==> src/rtl/matrix_mode_sched_pkg.sv <==
// +--------------------------------------------------------------------+
// | matrix_mode_sched_pkg: shared FSM encoding and matrix geometry     |
// | Revision: 1.0                                                      |
// +--------------------------------------------------------------------+
`timescale 1ns/1ps
`default_nettype none

package matrix_mode_sched_pkg;

    typedef enum logic [1:0] {
        ST_OFF    = 2'd0,
        ST_BLANK  = 2'd1,
        ST_ACTIVE = 2'd2
    } state_t;

    localparam int c_ROWS = 5;
    localparam int c_COLS = 7;

endpackage

`default_nettype wire

==> src/rtl/matrix_mode_sched_key_debounce.sv <==
// +--------------------------------------------------------------------+
// | key_debounce: 2-FF synchronizer, debounce filter, press pulse      |
// | Revision: 1.0                                                      |
// +--------------------------------------------------------------------+
`timescale 1ns/1ps
`default_nettype none

module key_debounce #(
    parameter int DEBOUNCE_CYC = 1_000_000
) (
    input  logic clk,
    input  logic rst_n,
    input  logic i_key,
    output logic o_press
);

    localparam int            CNT_W  = $clog2(DEBOUNCE_CYC + 1);
    localparam logic [CNT_W-1:0] c_LAST = CNT_W'(DEBOUNCE_CYC - 1);

    logic             r_sync1;
    logic             r_sync2;
    logic             r_level;
    logic [CNT_W-1:0] r_cnt;
    logic             r_press;

    // Counter tracks consecutive samples that disagree with the accepted level
    always_ff @(posedge clk) begin
        if (!rst_n) begin
            r_sync1 <= 1'b0;
            r_sync2 <= 1'b0;
            r_level <= 1'b0;
            r_cnt   <= '0;
            r_press <= 1'b0;
        end else begin
            r_sync1 <= i_key;
            r_sync2 <= r_sync1;
            r_press <= 1'b0;
            if (r_sync2 != r_level) begin
                if (r_cnt == c_LAST) begin
                    r_level <= r_sync2;
                    r_cnt   <= '0;
                    r_press <= r_sync2;
                end else begin
                    r_cnt <= r_cnt + CNT_W'(1);
                end
            end else begin
                r_cnt <= '0;
            end
        end
    end

    assign o_press = r_press;

endmodule

`default_nettype wire

==> src/rtl/matrix_mode_sched.sv <==
// +--------------------------------------------------------------------+
// | matrix_mode_sched: round-robin LED matrix source scheduler         |
// | Revision: 1.0                                                      |
// +--------------------------------------------------------------------+
`timescale 1ns/1ps
`default_nettype none

module matrix_mode_sched
    import matrix_mode_sched_pkg::*;
#(
    parameter int N_SRC        = 4,
    parameter int ROWS         = c_ROWS,
    parameter int COLS         = c_COLS,
    parameter int DEBOUNCE_CYC = 1_000_000,
    parameter int BLANK_CYC    = 50_000
) (
    input  logic                  CLOCK_50,
    input  logic                  rst_n,
    input  logic                  key_mode,
    input  logic                  key_off,
    input  logic [N_SRC*ROWS-1:0] src_row,
    input  logic [N_SRC*COLS-1:0] src_col,
    output logic [N_SRC-1:0]      enable,
    output logic [N_SRC-1:0]      mode_leds,
    output logic                  busy,
    output logic [ROWS-1:0]       row,
    output logic [COLS-1:0]       column
);

    localparam int                CUR_W  = (N_SRC > 1) ? $clog2(N_SRC) : 1;
    localparam int                BCNT_W = $clog2(BLANK_CYC + 1);
    localparam logic [CUR_W-1:0]  c_CUR_MAX  = CUR_W'(N_SRC - 1);
    localparam logic [BCNT_W-1:0] c_BLANK_LAST = BCNT_W'(BLANK_CYC - 1);

    logic              w_mode_ev;
    logic              w_off_ev;
    logic [CUR_W-1:0]  w_cur_inc;
    logic [N_SRC-1:0]  w_cur_oh;
    logic [N_SRC-1:0]  w_inc_oh;
    logic [ROWS-1:0]   w_row_sel;
    logic [COLS-1:0]   w_col_sel;

    state_t            r_state;
    logic [CUR_W-1:0]  r_cur;
    logic [BCNT_W-1:0] r_bcnt;

    key_debounce #(.DEBOUNCE_CYC(DEBOUNCE_CYC)) u_key_mode (
        .clk     (CLOCK_50),
        .rst_n   (rst_n),
        .i_key   (key_mode),
        .o_press (w_mode_ev)
    );

    key_debounce #(.DEBOUNCE_CYC(DEBOUNCE_CYC)) u_key_off (
        .clk     (CLOCK_50),
        .rst_n   (rst_n),
        .i_key   (key_off),
        .o_press (w_off_ev)
    );

    assign w_cur_inc = (r_cur == c_CUR_MAX) ? '0 : r_cur + CUR_W'(1);
    assign w_cur_oh  = N_SRC'(1) << r_cur;
    assign w_inc_oh  = N_SRC'(1) << w_cur_inc;
    assign w_row_sel = src_row[int'(r_cur) * ROWS +: ROWS];
    assign w_col_sel = src_col[int'(r_cur) * COLS +: COLS];

    // Off takes priority over mode; a mode event always restarts the blank window
    always_ff @(posedge CLOCK_50) begin
        if (!rst_n) begin
            r_state   <= ST_OFF;
            r_cur     <= '0;
            r_bcnt    <= '0;
            enable    <= '0;
            mode_leds <= '0;
            busy      <= 1'b0;
            row       <= '0;
            column    <= '0;
        end else if (w_off_ev) begin
            r_state   <= ST_OFF;
            r_bcnt    <= '0;
            enable    <= '0;
            mode_leds <= '0;
            busy      <= 1'b0;
            row       <= '0;
            column    <= '0;
        end else if (w_mode_ev) begin
            r_state <= ST_BLANK;
            r_bcnt  <= '0;
            busy    <= 1'b1;
            row     <= '0;
            column  <= '0;
            if (r_state == ST_OFF) begin
                enable    <= w_cur_oh;
                mode_leds <= w_cur_oh;
            end else begin
                r_cur     <= w_cur_inc;
                enable    <= w_inc_oh;
                mode_leds <= w_inc_oh;
            end
        end else begin
            case (r_state)
                ST_BLANK: begin
                    if (r_bcnt == c_BLANK_LAST) begin
                        r_state <= ST_ACTIVE;
                        busy    <= 1'b0;
                        row     <= w_row_sel;
                        column  <= w_col_sel;
                    end else begin
                        r_bcnt <= r_bcnt + BCNT_W'(1);
                    end
                end
                ST_ACTIVE: begin
                    row    <= w_row_sel;
                    column <= w_col_sel;
                end
                ST_OFF: begin
                    enable    <= '0;
                    mode_leds <= '0;
                end
                default: r_state <= ST_OFF;
            endcase
        end
    end

endmodule

`default_nettype wire
==> config.mk <==
export PLATFORM = sky130hd
export DESIGN_NAME = matrix_mode_sched
export DESIGN_NICKNAME = d
export VERILOG_FILES = /design/src/rtl/matrix_mode_sched_pkg.sv /design/src/rtl/matrix_mode_sched_key_debounce.sv /design/src/rtl/matrix_mode_sched.sv
export SDC_FILE = /design/constraint.sdc
export NUM_CORES = 1
export LEC_CHECK = 0
export CAP_MARGIN = 30
export CORE_MARGIN = 1
export CORE_UTILIZATION = 50
export DETAILED_ROUTE_END_ITERATION = 8
export GPL_TIMING_DRIVEN = 0
export PLACE_DENSITY = 0.82
export SETUP_SLACK_MARGIN = 0.4
export SYNTH_ARGS = -nofsm -noshare
export SYNTH_HDL_FRONTEND = slang
export SYNTH_SLANG_ARGS = --single-unit
==> constraint.sdc <==
create_clock -name CLOCK_50 -period 2.2 [get_ports CLOCK_50]
set_clock_uncertainty 0.1 [all_clocks]
set_input_delay 0.33 -clock CLOCK_50 [delete_from_list [all_inputs] [get_ports CLOCK_50]]
set_output_delay 0.33 -clock CLOCK_50 [all_outputs]
set_load 0.01 [all_outputs]
Yosys cells after proc, flatten, opt, wreduce, memory -nomap -nowiden:

Cells that the tools add are included.

* memories: 0
* memory bits (writable): 0
* latch bits: 0
* register bits: 85
* input bits: 52
* word-level logic and storage cells: 80
* bits in read-only memories: 0

* multiply operators: 2
* shifts and indexed selects: 4
* $lt $le $gt $ge: 0
* divide/modulo/power cells: 0
* add/sub/neg operators: 4
* mux-type cells: 14
* eq/ne operators: 11
* reductions and logical operators: 20
* bitwise operators: 7

Operator list (count)
* adder 20 x 1 -> 20 bit, second input constant: 2
* == test 20 bit, second input constant: 2
* indexed part select 28 x 6 -> 7 bit: 1
* indexed part select 20 x 6 -> 5 bit: 1
* adder 16 x 1 -> 16 bit, second input constant: 1
* == test 16 bit, second input constant: 1
* one-hot mux 7 bit (2 select lines): 1
* AND reduction 2 bit: 7
* two-way mux 4 bit: 3
* multiplier 2 x 3 -> 5 bit, second input constant: 2
* one-hot mux 5 bit (2 select lines): 1
* AND reduction 3 bit: 3
* OR reduction 3 bit: 3
* nonzero test 2 bit: 4
* << shifter 1 x 2 -> 4 bit, first input constant: 2
* two-way mux 7 bit: 1
* NOT 1 bit: 7
* two-way mux 5 bit: 1
* == test 2 bit, second input constant: 2
* two-way mux 1 bit: 4
* two-way mux 2 bit: 2
* one-hot mux 2 bit (2 select lines): 1
* OR reduction 2 bit: 2
* inequality test 3 x 2 -> 1 bit, second input constant: 1
* 6 further kinds: 7

Logic depth before layout (Yosys ltp):

* depth after elaboration: 5
* mapped depth: 7
* mapped depth without buffers: 5

Modules after synthesis:

A second synthesis with hierarchy kept.

* cell total of the unflattened synthesis: 450
* area total of the unflattened synthesis: 4220.3 um^2

By module, submodules not included
* matrix_mode_sched: cells an instance 214, instances 1, area an instance 2125.8 um^2
* key_debounce: cells an instance 118, instances 2, area an instance 1047.3 um^2

Least setup slack after synthesis:

Ideal clock, no wire load.

* path type: register to register
* start point: register u_key_off.r_cnt[13]
* end point: register u_key_off.r_cnt[18]
* arrival time: 1795 ps
* path buffers: 1
* clock period less this slack: 2020 ps
* slack: 180 ps
* setup time: 125 ps
* stages on the path, launching flop included: 6
* cell sequence: dfxtp_1 -> or4b_1 -> or4_1 -> o211ai_1 -> buf_4 -> a21oi_1

* longest elaborated chain between the ends: 2
* elaborated cells on any way between the ends: 3

RTL lines
* start: declaration: line matrix_mode_sched_key_debounce.sv:23 `logic [CNT_W-1:0] r_cnt;`
* start signal: assignment: line matrix_mode_sched_key_debounce.sv:44 `r_cnt <= r_cnt + CNT_W'(1);`
* parallel branches: the longest is 2 deep, another holds adder 20 x 1 -> 20 bit

Parallel ways; which one is timed is not known.
A chain may end at the register's enable or synchronous reset.

Final worst setup path:

* start point: register u_key_off.r_cnt[13]
* end point: register u_key_off.r_cnt[15]

The elaborated chain is that of the path after synthesis.

==> flow_metrics.tcl <==
set metrics [dict create \
    async_reset_ff_share_pct 0 \
    drv_cap 0 \
    required_ns 2.35 \
    hold_buffers 0 \
    detailed_place.area_sq_um 5020 \
    period_minus_slack_ns 2.18 \
    dp_hpwl_um 7100 \
    synth-simple-area-share_pct 26.9 \
    cts_tree "built" \
    synth_area_per_cell_sq_um 9.05 \
    path_buf_inv 2 \
    nFillCells 527 \
    cts_root_buf "clkbuf_8" \
    overflow 0 \
    htree_levels 3 \
    p_total_mw 2.75 \
    path_clk_slew_ns 0.09 \
    met2_usage_pct 44.5 \
    synth_compound_area_share_pct 10.6 \
    p_seq_share_pct 56.0 \
    crit_type "flip-flop to flip-flop" \
    drt_wl_total_um 11400 \
    pwr-share-comb_pct 6.0 \
    leakagePower_nw 2.12 \
    globalRoute.busiestLayer "met2" \
    p_sw_share_pct 24.5 \
    core.rowCount 32 \
    die_h_um 92.9 \
    io_buffers 72 \
    outcome "finished, final reports clean" \
    cp-end-kind "flip-flop" \
    synth_fp_nets 513 \
    path_max_fanout 5 \
    drc 0 \
    worstPathArrival_ns 2.33 \
    grt_max_degree 17 \
    grt_use_total_pct 24.3 \
    synth-edff-count 0 \
    synth_top_family_by_area "simple AND/OR/NAND/NOR gates" \
    drt_pass1_iterations 4 \
    multiInputGateArea_sq_um 2610 \
    grt_pass1_vias 3722 \
    routedWlPerCell_um 16.9 \
    syn_area_sq_um 4140 \
    final_cell_area_sq_um 5960 \
    clock-sinks 85 \
    cp_slowest_cell "or4b_4" \
    fmax_mhz 458 \
    period_share_pct 99.2 \
    drt_iter0_markers 142 \
    insertion_delay_ns 0.37 \
    start_kind "flip-flop" \
    antenna_found_initial 0 \
    path_cells "or4b_4, or4_4, o211ai_1, buf_4, buf_6, a21oi_2" \
    hold_violations 0 \
    antenna_left 0 \
    p_switching_uw 674 \
    ir_drop_mv 0.430 \
    max_slew_margin_pct 60.0 \
    synth_cells 457 \
    drive_above_1_share_pct 29.3 \
    die_w_um 92.9 \
    power.share.clock_pct 38.0 \
    hold_path_class "flip-flop to flip-flop" \
    yosysUniqueCellTypes 43 \
    dieArea_sq_um 8640 \
    met3_usage_pct 7.06 \
    seq_area_sq_um 1750 \
    synth-seq-cells 85 \
    p_per_area_nw_per_um2 461 \
    start_util_pct 52.7 \
    diodes 0 \
    gp_routability_congestion 0.868 \
    yosys_warnings 0 \
    grtUsageMet1_pct 26.4 \
    vias_per_cell 5.87 \
    clockBufferDepth 2 \
    num_vias 3946 \
    synthFlopType "dfxtp_1" \
    ys_seq_area_share_pct 41.1 \
    slew_violations 0 \
    hold_ws_ns 0.338 \
    critical-path-max-stage-delay_ns 0.53 \
    grt_pass1_wl_um 16600 \
    muxShareOfSynthArea_pct 10.7 \
    yosys.area_share.adder_pct 1.21 \
    cts-buffers-inserted 9 \
    area_growth_pct 44.1 \
    critPathTopFamily "simple AND/OR/NAND/NOR gates" \
    setup_viol 0 \
    internal_power_mw 2.07 \
    synthXorXnorAreaFrac_pct 4.87 \
    nets 621 \
    pin_count 73 \
    post-route-util_pct 75.9 \
    worst-slew-pin-transition_ns 0.600 \
    rsz0062_at_grt "yes" \
    fp.coreArea_sq_um 7850 \
    tns_ns 0 \
]
-- power groups by stage --
stage                     Clock (mW)  Sequential [mW]  Combinational, mW
after floorplan                    0             1.58             0.0499
after global placement             0             1.58              0.149
after detailed placement           0             1.58              0.153
after CTS                       1.05             1.54              0.160
after global routing            1.12             1.54              0.178
final                           1.04             1.54              0.165
-- sequential cells by signal, summed over array words and instances, names as in the netlist, 2 cells and up --
name / cells
r_bcnt: 16
u_key_mode.r_cnt: 20
column: 7
r_cur: 2
r_state: 2
mode_leds: 4
u_key_off.r_cnt: 20
row: 5
-- path summary, 6_finish.rpt --
check	depth (start not counted)	slack [ns]	from	to
worst min register to register	1	0.34	u_key_off.r_sync1	u_key_off.r_sync2
worst min-delay path	1	0.34	u_key_off.r_sync1	u_key_off.r_sync2
worst max register to register	6	0.02	u_key_off.r_cnt[13]	u_key_off.r_cnt[15]
worst max-delay path	6	0.02	u_key_off.r_cnt[13]	u_key_off.r_cnt[15]
-- area by class of cell --
class	count	share of cell area [%]
buffer	30	3.82
tap	102	2.14
clock inverter	7	1.01
timing repair buffer	97	17.1
sequential	85	29.4
multi-input combinational	333	43.9
clock buffer	9	2.08
inverter	9	0.567
-- routing by layer --
layer / vias to the layer above / wire length, um
li1: 1885 / -
met1: 1908 / 4170
met2: 124 / 6250
met3: 29 / 649
met5: - / 0
met4: 0 / 293
-- worst register-to-register path: stages, from the launching register on --
cell and delay [ns]:
dfxtp_2 0.33, or4b_4 0.53, or4_4 0.53, o211ai_1 0.20, buf_4 0.19, buf_6 0.14
a21oi_2 0.04
-- cell usage in the layout, fill, tap and decap left out, types with 11 or more instances in the layout --
cell,instances
nand4_1,18
buf_4,20
clkdlybuf4s50_1,68
buf_6,11
a21oi_1,23
dfxtp_1,55
nor2_1,33
mux4_2,12
dfxtp_2,25
nand3_1,19
o21ai_0,12
or3_1,13
mux2i_1,16
nand2_1,46
xor2_1,14
or4_1,12
-- what timing repair did --
action,CTS,global route
setup endpoints to repair,79,76
cloned,4,1
gates resized for setup,55,97
buffers inserted,11,9
pin swaps,8,35
-- metrics by stage --
step / worst slack (ns) / cells
2_1_floorplan: 0.190 / 457
3_3_place_gp: -0.308 / 631
3_5_place_dp: -0.334 / 631
4_1_cts: 0.101 / 662
5_1_grt: -0.0329 / 672
6_report: 0.0174 / 672
-- cells by family (layout without fill, tap and decap cells) --
family / count (synthesis) / after routing
AO/OA/AOI/OAI: 73 / 73
XOR/XNOR: 23 / 23
adder cells (fa/ha/maj): 4 / 4
buffers and inverters: 39 / 152
flip-flops: 85 / 85
multiplexers: 29 / 29
AND/OR/NAND/NOR: 204 / 204
-- cell usage after synthesis, types with 2 or more instances --
| master | n | area [sq um] |
|---|---|---|
| dfxtp_1 | 85 | 1700 |
| nand2_1 | 46 | 173 |
| nor2_1 | 41 | 154 |
| a21oi_1 | 33 | 165 |
| nand3_1 | 23 | 115 |
| clkbuf_1 | 18 | 67.6 |
| nand4_1 | 18 | 113 |
| mux2i_1 | 17 | 170 |
| o21ai_0 | 17 | 85.1 |
| or4_1 | 15 | 113 |
| xor2_1 | 14 | 123 |
| o31ai_1 | 13 | 97.6 |
| or3_1 | 13 | 81.3 |
| mux4_2 | 12 | 270 |
| and3_1 | 9 | 56.3 |
| inv_1 | 9 | 33.8 |
| xnor2_1 | 9 | 78.8 |
| buf_4 | 8 | 60.1 |
| and2_1 | 7 | 43.8 |
| and4_1 | 5 | 43.8 |
| nor3_1 | 5 | 25.0 |
| ha_1 | 4 | 50.1 |
| or4b_1 | 4 | 40.0 |
| nand2b_1 | 3 | 18.8 |
| nand3b_1 | 3 | 22.5 |
| nor4b_1 | 3 | 26.3 |
| a31oi_1 | 2 | 12.5 |
| a41o_1 | 2 | 20.0 |
| buf_2 | 2 | 10.0 |
| buf_6 | 2 | 22.5 |
| o21a_1 | 2 | 15.0 |
| or3b_2 | 2 | 17.5 |
Power figures use the tool's default switching activity.
